==> config.mk <==
export PLATFORM = sky130hd
export DESIGN_NAME = regs_writeback
export DESIGN_NICKNAME = d
export VERILOG_FILES = /design/src/rtl/regs_writeback.sv
export SDC_FILE = /design/constraint.sdc
export NUM_CORES = 1
export LEC_CHECK = 0
export CAP_MARGIN = 20
export CORE_UTILIZATION = 49
export CTS_CLUSTER_DIAMETER = 60
export CTS_CLUSTER_SIZE = 14
export DETAILED_ROUTE_END_ITERATION = 8
export PLACE_DENSITY = 0.74
export SYNTH_ARGS = -nofsm -noshare
export SYNTH_HDL_FRONTEND = slang
export SYNTH_SLANG_ARGS = --single-unit
==> constraint.sdc <==
create_clock -name cpu_clk -period 3.15 [get_ports cpu_clk]
set_input_delay 0.4725 -clock cpu_clk [delete_from_list [all_inputs] [get_ports cpu_clk]]
set_output_delay 0.4725 -clock cpu_clk [all_outputs]
set_load 0.02 [all_outputs]
==> src/rtl/regs_writeback.sv <==
// Write-side sequencer for the 16x16 register file. Merges memory loads,
// FIFO-buffered ALU results and 32-bit SP adjusts onto the single write port,
// and keeps a shadow copy of SP ({r15,r14}) so adjusts need no read port.
module regs_writeback #(
  parameter int          DEPTH    = 4,
  parameter logic [31:0] SP_RESET = 32'h0000_0000
) (
  input  logic                      cpu_clk,
  input  logic                      rst_n,
  input  logic                      mem_valid,
  input  logic [3:0]                mem_dst,
  input  logic [15:0]               mem_val,
  output logic                      mem_ready,
  input  logic                      alu_valid,
  input  logic [3:0]                alu_dst,
  input  logic [15:0]               alu_val,
  output logic                      alu_ready,
  input  logic                      sp_valid,
  input  logic [15:0]               sp_delta,
  output logic                      sp_ready,
  output logic                      we,
  output logic [3:0]                src_w,
  output logic [15:0]               val,
  output logic [31:0]               sp_value,
  output logic [$clog2(DEPTH):0]    alu_count
);
  localparam int AW = $clog2(DEPTH);
  localparam int CW = AW + 1;

  typedef enum logic {IDLE, SP_HI} state_t;
  state_t state, state_nx;

  logic [3:0]    fifo_dst [DEPTH];
  logic [15:0]   fifo_val [DEPTH];
  logic [AW-1:0] wr_ptr, rd_ptr;
  logic          push, pop, fifo_empty, fifo_full;

  logic          sel_we, gp_write;
  logic [3:0]    sel_dst;
  logic [15:0]   sel_val;
  logic [31:0]   sp_new, sp_nx;

  assign fifo_empty = (alu_count == '0);
  assign fifo_full  = (alu_count == CW'(DEPTH));
  // Acceptance of ALU results depends only on FIFO space, never on FSM state.
  assign alu_ready  = ~fifo_full;
  assign push       = alu_valid & ~fifo_full;
  assign sp_new     = sp_value + {{16{sp_delta[15]}}, sp_delta};

  // Source arbitration, SP sequencing and shadow-SP next value.
  always_comb begin
    state_nx  = state;
    mem_ready = 1'b0;
    sp_ready  = 1'b0;
    pop       = 1'b0;
    sel_we    = 1'b0;
    gp_write  = 1'b0;
    sel_dst   = 4'd0;
    sel_val   = 16'd0;
    sp_nx     = sp_value;
    case (state)
      IDLE: begin
        mem_ready = 1'b1;
        if (mem_valid) begin
          sel_dst = mem_dst;
          sel_val = mem_val;
          sel_we  = (mem_dst != 4'd0);
          gp_write = sel_we;
        end else if (!fifo_empty) begin
          pop     = 1'b1;
          sel_dst = fifo_dst[rd_ptr];
          sel_val = fifo_val[rd_ptr];
          sel_we  = (sel_dst != 4'd0);
          gp_write = sel_we;
        end else begin
          sp_ready = 1'b1;
          if (sp_valid) begin
            sp_nx    = sp_new;
            sel_we   = 1'b1;
            sel_dst  = 4'd14;
            sel_val  = sp_new[15:0];
            state_nx = SP_HI;
          end
        end
      end
      SP_HI: begin
        // Shadow already holds the new SP; emit its upper half to r15.
        sel_we   = 1'b1;
        sel_dst  = 4'd15;
        sel_val  = sp_value[31:16];
        state_nx = IDLE;
      end
      default: state_nx = IDLE;
    endcase
    // Ordinary writes to r14/r15 keep the shadow coherent with the file.
    if (gp_write && sel_dst == 4'd14) sp_nx[15:0]  = sel_val;
    if (gp_write && sel_dst == 4'd15) sp_nx[31:16] = sel_val;
  end

  // State, registered write port, shadow SP and FIFO bookkeeping.
  always_ff @(posedge cpu_clk) begin
    if (!rst_n) begin
      state     <= IDLE;
      we        <= 1'b0;
      src_w     <= 4'd0;
      val       <= 16'd0;
      sp_value  <= SP_RESET;
      wr_ptr    <= '0;
      rd_ptr    <= '0;
      alu_count <= '0;
    end else begin
      state     <= state_nx;
      we        <= sel_we;
      src_w     <= sel_dst;
      val       <= sel_val;
      sp_value  <= sp_nx;
      if (push) wr_ptr <= wr_ptr + 1'b1;
      if (pop)  rd_ptr <= rd_ptr + 1'b1;
      alu_count <= alu_count + CW'(push) - CW'(pop);
    end
  end

  // FIFO storage; contents are qualified by the pointers so need no reset.
  always_ff @(posedge cpu_clk) begin
    if (push) begin
      fifo_dst[wr_ptr] <= alu_dst;
      fifo_val[wr_ptr] <= alu_val;
    end
  end
endmodule

# Yosys cells after proc, flatten, opt, wreduce, memory -nomap -nowiden

Memories as Yosys holds them, arrays and structs flattened. A register that Yosys moved wholly into a read port is not among the register bits.
Cells that the tools add are included.

Memories kept: 2
Register bits after elaboration: 61
Bits in writable memories: 80
Word-level logic and storage cells: 74
Output and inout port bits: 59

Reduce and logical (&&, ||, !) cells: 11
Mux-type cells: 37
Equality and inequality tests: 7
Bitwise operators: 3
Add/sub/neg operators: 5

Memory list:

| name     | depth | bits a word | read ports | clocked after memory_dff | wr ports | line | source |
|---|---|---|---|---|---|---|---|
| fifo_val | 4     | 16          | 1          | 1                        | 1        | 34   | `logic [15:0] fifo_val [DEPTH];` |
| fifo_dst | 4     | 4           | 1          | 1                        | 1        | 33   | `logic [3:0] fifo_dst [DEPTH];` |

Operator list:

| operator            | count |
|---|---|
| $mux 32             | 4 |
| $mux 16             | 5 |
| $add 32x32->32      | 1 |
| $pmux 16 s2         | 1 |
| $mux 1              | 17 |
| $mux 4              | 3 |
| $eq 4x4->1 const B  | 2 |
| $mux 2              | 4 |
| $ne 2x1->1 const B  | 4 |
| $pmux 4 s2          | 1 |
| $reduce_and 4->1    | 2 |
| $reduce_bool 2->1   | 4 |
| $reduce_bool 4->1   | 2 |
| $add 2x1->2 const B | 2 |
| $pmux 1 s2          | 2 |
| $add 3x1->3         | 1 |
| $eq 3x3->1 const B  | 1 |
| $logic_not 3->1     | 1 |
| $sub 3x1->3         | 1 |
| $logic_and 1x1->1   | 2 |
| $not 1->1           | 2 |
| $and 1x1->1         | 1 |

# Depth between registers and ports, before layout

Depth in word-level cells: 8
Gate-level depth with buffers: 12
Gate-level depth less buffers: 12

# Worst setup path before layout

Ideal clock, no wire load.

Path type: input port to flip-flop
Start: in sp_delta[0]
End: reg sp_value[28]
Data required time: 3018 ps
Stages: 11
Path slack: 101 ps
Buffers on the path: 0
Library setup time: 132 ps
Data arrival time: 2916 ps
Cell sequence: ha_1 -> fa_1 -> a211oi_1 -> o21bai_1 -> a21oi_1 -> o32ai_1 -> o31ai_2 -> nor2_1 -> or3_1 -> a32oi_1 -> a21oi_1

Longest elaborated chain between the ends: 6
Elaborated cells on any way between the ends: 10

RTL lines:

| element                                | line | source |
|---|---|---|
| from (decl)                            | 19   | `input logic [15:0] sp_delta,` |
| $add 32x32->32 (*)                     | 48   | `assign sp_new = sp_value + {{16{sp_delta[15]}}, sp_delta};` |
| $mux 16 or $mux 32 (tied branches)     | 77   | `if (sp_valid) begin` |
| $mux 16 or $mux 32 (tied branches)     | 69   | `end else if (!fifo_empty) begin` |
| $mux 16 or $mux 32 (tied branches)     | 64   | `if (mem_valid) begin` |
| $pmux 16 s2 or $mux 32 (tied branches) | 61   | `case (state)` |
| $mux 16 (*)                            | 97   | `if (gp_write && sel_dst == 4'd15) sp_nx[31:16] = sel_val;` |
| to (signal assigned)                   | 116  | `sp_value <= sp_nx;` |
| to (decl)                              | 24   | `output logic [31:0] sp_value,` |

Mark *: on every way between the ends. The rest lies on a longest branch, timed or not. The select of a mux whose other input is x is not followed.
A chain may end at the register's enable or synchronous reset.

# Worst setup path in the final report

Start: in sp_delta[1]
End: reg sp_value[29]

Same word-level chain as after synthesis.

==> impl_metrics.csv <==
group,metric,value,unit
outcome,status,"complete, but fails checks",
outcome,violations,"design-rule violations",
pwr,p_comb_frac,0.448,
worst_setup_path,critical_path_required,3.50,ns
sta,slew_violations,0,
grt,grt_use_total,0.322,
die,core.rowCount,44,
die,dieHeight,126,um
worst_setup_path,regToRegStartpoint,"sp_value[0]",
pwr,p_switching,3180,uW
synth,synth.avg_cell_area,10.9,um^2
sta,setup_viol,0,
synth,yosysUniqueCellTypes,70,
layout,synthToLayoutAreaGrowth,36.2,%
place,place_ws,-0.539,ns
layout,finalNonFillerCells,1094,
synth,synth_edf_count,80,
grt,busiest_layer,"met2",
layout,final_nets,997,
min_path,worstHoldStart,"sp_value[7]",
worst_setup_path,critPathMaxFanout,3,
grt,overflow,0,
synth,syn-cell-area,0.00750,mm^2
worst_setup_path,critical_path_class,"input pin to register",
grt,use_met3,0.0556,
routing,vias,6753,
sta,period_minus_slack,3.05,ns
pwr,seqPwrFrac,0.309,
worst_setup_path,cp-start-kind,"input pin",
routing,route.antenna.remaining_nets,0,
die,start_util,0.508,
sta,timing.hold.ws,0.501,ns
grt,grt_pass1_wl,37.8,mm
die,num_io_pins,120,
synth,synth_largest_area_cell,"edfxtp_1",
synth,synth-seq-area-share,0.489,
grt,grt_pass1_vias,6868,
worst_setup_path,rr_endpoint,"sp_value[24]",
worst_setup_path,r2r_slack,0.15,ns
sta,fin_skew,0.00729,ns
synth,synth_top_area_frac,0.320,
place,placed_cells,1061,
synth,syn_inst,687,
layout,fin_area,0.0102,mm^2
synth,ys_ff_latch,143,
clock_network,h-tree-depth,4,
routing,viasPerCell,6.17,
place,placedInstanceArea,0.00955,mm^2
place,port_buffers,119,
synth,ys.warnings.count,0,
place,hpwlAfterDp,18.2,mm
pwr,p_int,5180,uW
die,dieArea,0.0158,mm^2
clock_network,postCtsHoldBufs,0,
grt,antenna_found_initial,0,
min_path,hold_path_depth,2,
grt,grt.met2_usage,0.552,
clock_network,clockBufferDepth,2,
die,core_area,0.0148,mm^2
min_path,hold_path_end,"sp_value[7]",
routing,wl,24.5,mm
sta,period_share,0.967,
place,finalWeightedCongestion,1.00,
routing,wl_per_cell,22.4,um
clock_network,cts_inserted_buffers,17,
job,cap_violations,0,
synth,ys.flop_type,"edfxtp_1",
pwr,pwr-share-clk,0.243,
worst_setup_path,critPathCaptureType,"register",
worst_setup_path,rr_worst_depth,14,
sta,max_freq,328,MHz
routing,initialDrtViolationCount,762,
sta,fin_ws,0.105,ns
pwr,leakage,0.00408,uW
layout,diodes,0,
grt,grt_use_met1,0.390,
synth,synthesis.nets,787,
clock_network,cts_tree,"built",
die,fp.dieW,126,um
worst_setup_path,arrival,3.39,ns
sta,rsz0062_at_grt,"false",
routing,dr.pass1.iters,8,
clock_network,cts_sinks,143,
pwr,powerDensity,819,mW/mm^2
min_path,worstHoldPathType,"register to register",
clock_network,cts.clk_slew.worst_paths,0.07,ns
pwr,ir_drop,0.519,mV
layout,drive_gt1_frac,0.192,
sta,hold_viol_final,0,
sta,worst_slew_pin_slew,0.641,ns
grt,grt_max_degree,33,
pwr,switching_share,0.380,
clock_network,cts-root-buf,"clkbuf_16",
synth,async_flop_share,0,
sta,slew_headroom,0.572,
synth,synth_area_leaders,"edfxtp_1 (32%), dfxtp_1 (17%), ha_1 (6.2%)",
clock_network,clk_latency,0.43,ns
routing,drc,6,
[through the flow]
| step | setup TNS, ns | power (uW) | utilization |
|---|---|---|---|
| floorplan | 0 | 4580 | - |
| global placement | -7.28 | 6140 | 0.648 |
| detailed placement | -10.65 | 6220 | 0.648 |
| CTS | 0 | 8310 | 0.689 |
| global route | 0 | 8740 | 0.692 |
| finish | 0 | 8360 | 0.692 |
[layer usage]
layer / wire, um / part of all wire
met2: 12300 / 0.50
met1: 9240 / 0.38
met4: 1030 / 0.042
met5: 0 / 0
met3: 1920 / 0.078
[power by group through the flow]
| stage | logic (uW) | clock network [uW] | registers, uW |
|---|---|---|---|
| after CTS | 3670 | 2060 | 2580 |
| after global placement | 3550 | 0 | 2590 |
| final | 3750 | 2030 | 2590 |
| after floorplan | 1850 | 0 | 2730 |
| after global routing | 4010 | 2120 | 2610 |
| after detailed placement | 3600 | 0 | 2610 |
[synth_stat cells, drive strengths merged, types with 3 or more instances]
cell type,n
a221o,7
nand2,61
nor3,15
nand2b,4
o31ai,11
nor2,54
clkbuf,26
o211ai,6
a31o,3
o21bai,8
ha,37
o221ai,3
a211oi,6
mux2i,4
and2,18
or4,3
buf,7
a31oi,4
o21a,4
inv,20
mux4,20
xor2,8
nand3,10
and3,10
or3,11
xnor2,15
a21o,19
a22oi,7
a32oi,4
a22o,3
a21oi,52
o21ai,32
nand4,5
a222oi,5
nor4b,3
a221oi,10
edfxtp,80
dfxtp,63
[timing repair]
item                                    in CTS  in global routing
gates resized for setup                      4                  9
cloned                                       0                  0
pin swaps                                    2                  4
buffers inserted                             1                  0
endpoints found under the setup margin       6                 26
[layout make-up]
class | count | area (um^2)
sequential | 143 | 3660
tap | 184 | 230
timing repair buffer | 224 | 1980
fill | 1134 | 4540
clock buffer | 17 | 425
inverter | 20 | 75.1
clock inverter | 15 | 168
multi-input combinational | 491 | 3670
[logic make-up (layout without fill, tap and decap cells)]
kind of cell             count (synthesis)  count (layout)  share of synthesized area
AO/OA/AOI/OAI                          202             202                      0.186
AND/OR/NAND/NOR                        202             202                      0.133
flip-flops                             143             143                      0.489
buffers and inverters                   53             276                     0.0292
adder cells (fa/ha/maj)                 39              39                     0.0671
multiplexers                            25              25                     0.0689
XOR/XNOR                                23              23                     0.0269
[worst max path at each step]
stage / startpoint / endpoint / slack, ns
after CTS: sp_delta[0] / sp_value[28] / 0.008
after global routing: sp_delta[1] / sp_value[29] / 0.009
after detailed placement: sp_delta[0] / sp_value[26] / -0.54
after floorplan: sp_delta[0] / sp_value[28] / 0.10
final: sp_delta[1] / sp_value[29] / 0.10
after global placement: sp_delta[0] / sp_value[26] / -0.44
[sequential cells by signal, indices dropped and copies added, names as in the netlist, named ones only]
name	count
alu_count	3
fifo_dst	16
fifo_val	64
rd_ptr	2
sp_value	32
src_w	4
state	1
val	16
we	1
wr_ptr	2
[placed cells by master (no fill, tap or decap), drive strengths merged, types with 6 or more instances in the layout]
cell type,Yosys,final
or3,11,11
mux4,20,20
a211oi,6,6
edfxtp,80,80
xnor2,15,15
nor2,54,54
and3,10,10
o21ai,32,32
xor2,8,8
o211ai,6,6
o21bai,8,8
inv,20,30
buf,7,105
and2,18,18
dfxtp,63,63
ha,37,37
clkbuf,26,17
a221oi,10,10
a221o,7,7
o31ai,11,11
a21oi,52,52
nor3,15,15
nand3,10,10
nand2,61,61
a21o,19,19
clkdlybuf4s50,0,118
a22oi,7,7
[critical path, stage by stage]
cell	delay, ns
clkdlybuf4s50_1	0.48
ha_1	0.36
a211oi_2	0.24
o21ai_1	0.18
and4b_1	0.25
o31ai_1	0.23
buf_4	0.18
a211oi_1	0.09
o21a_1	0.23
o211a_1	0.23
or3_1	0.36
o211ai_1	0.09
Power figures use the tool's default switching activity.
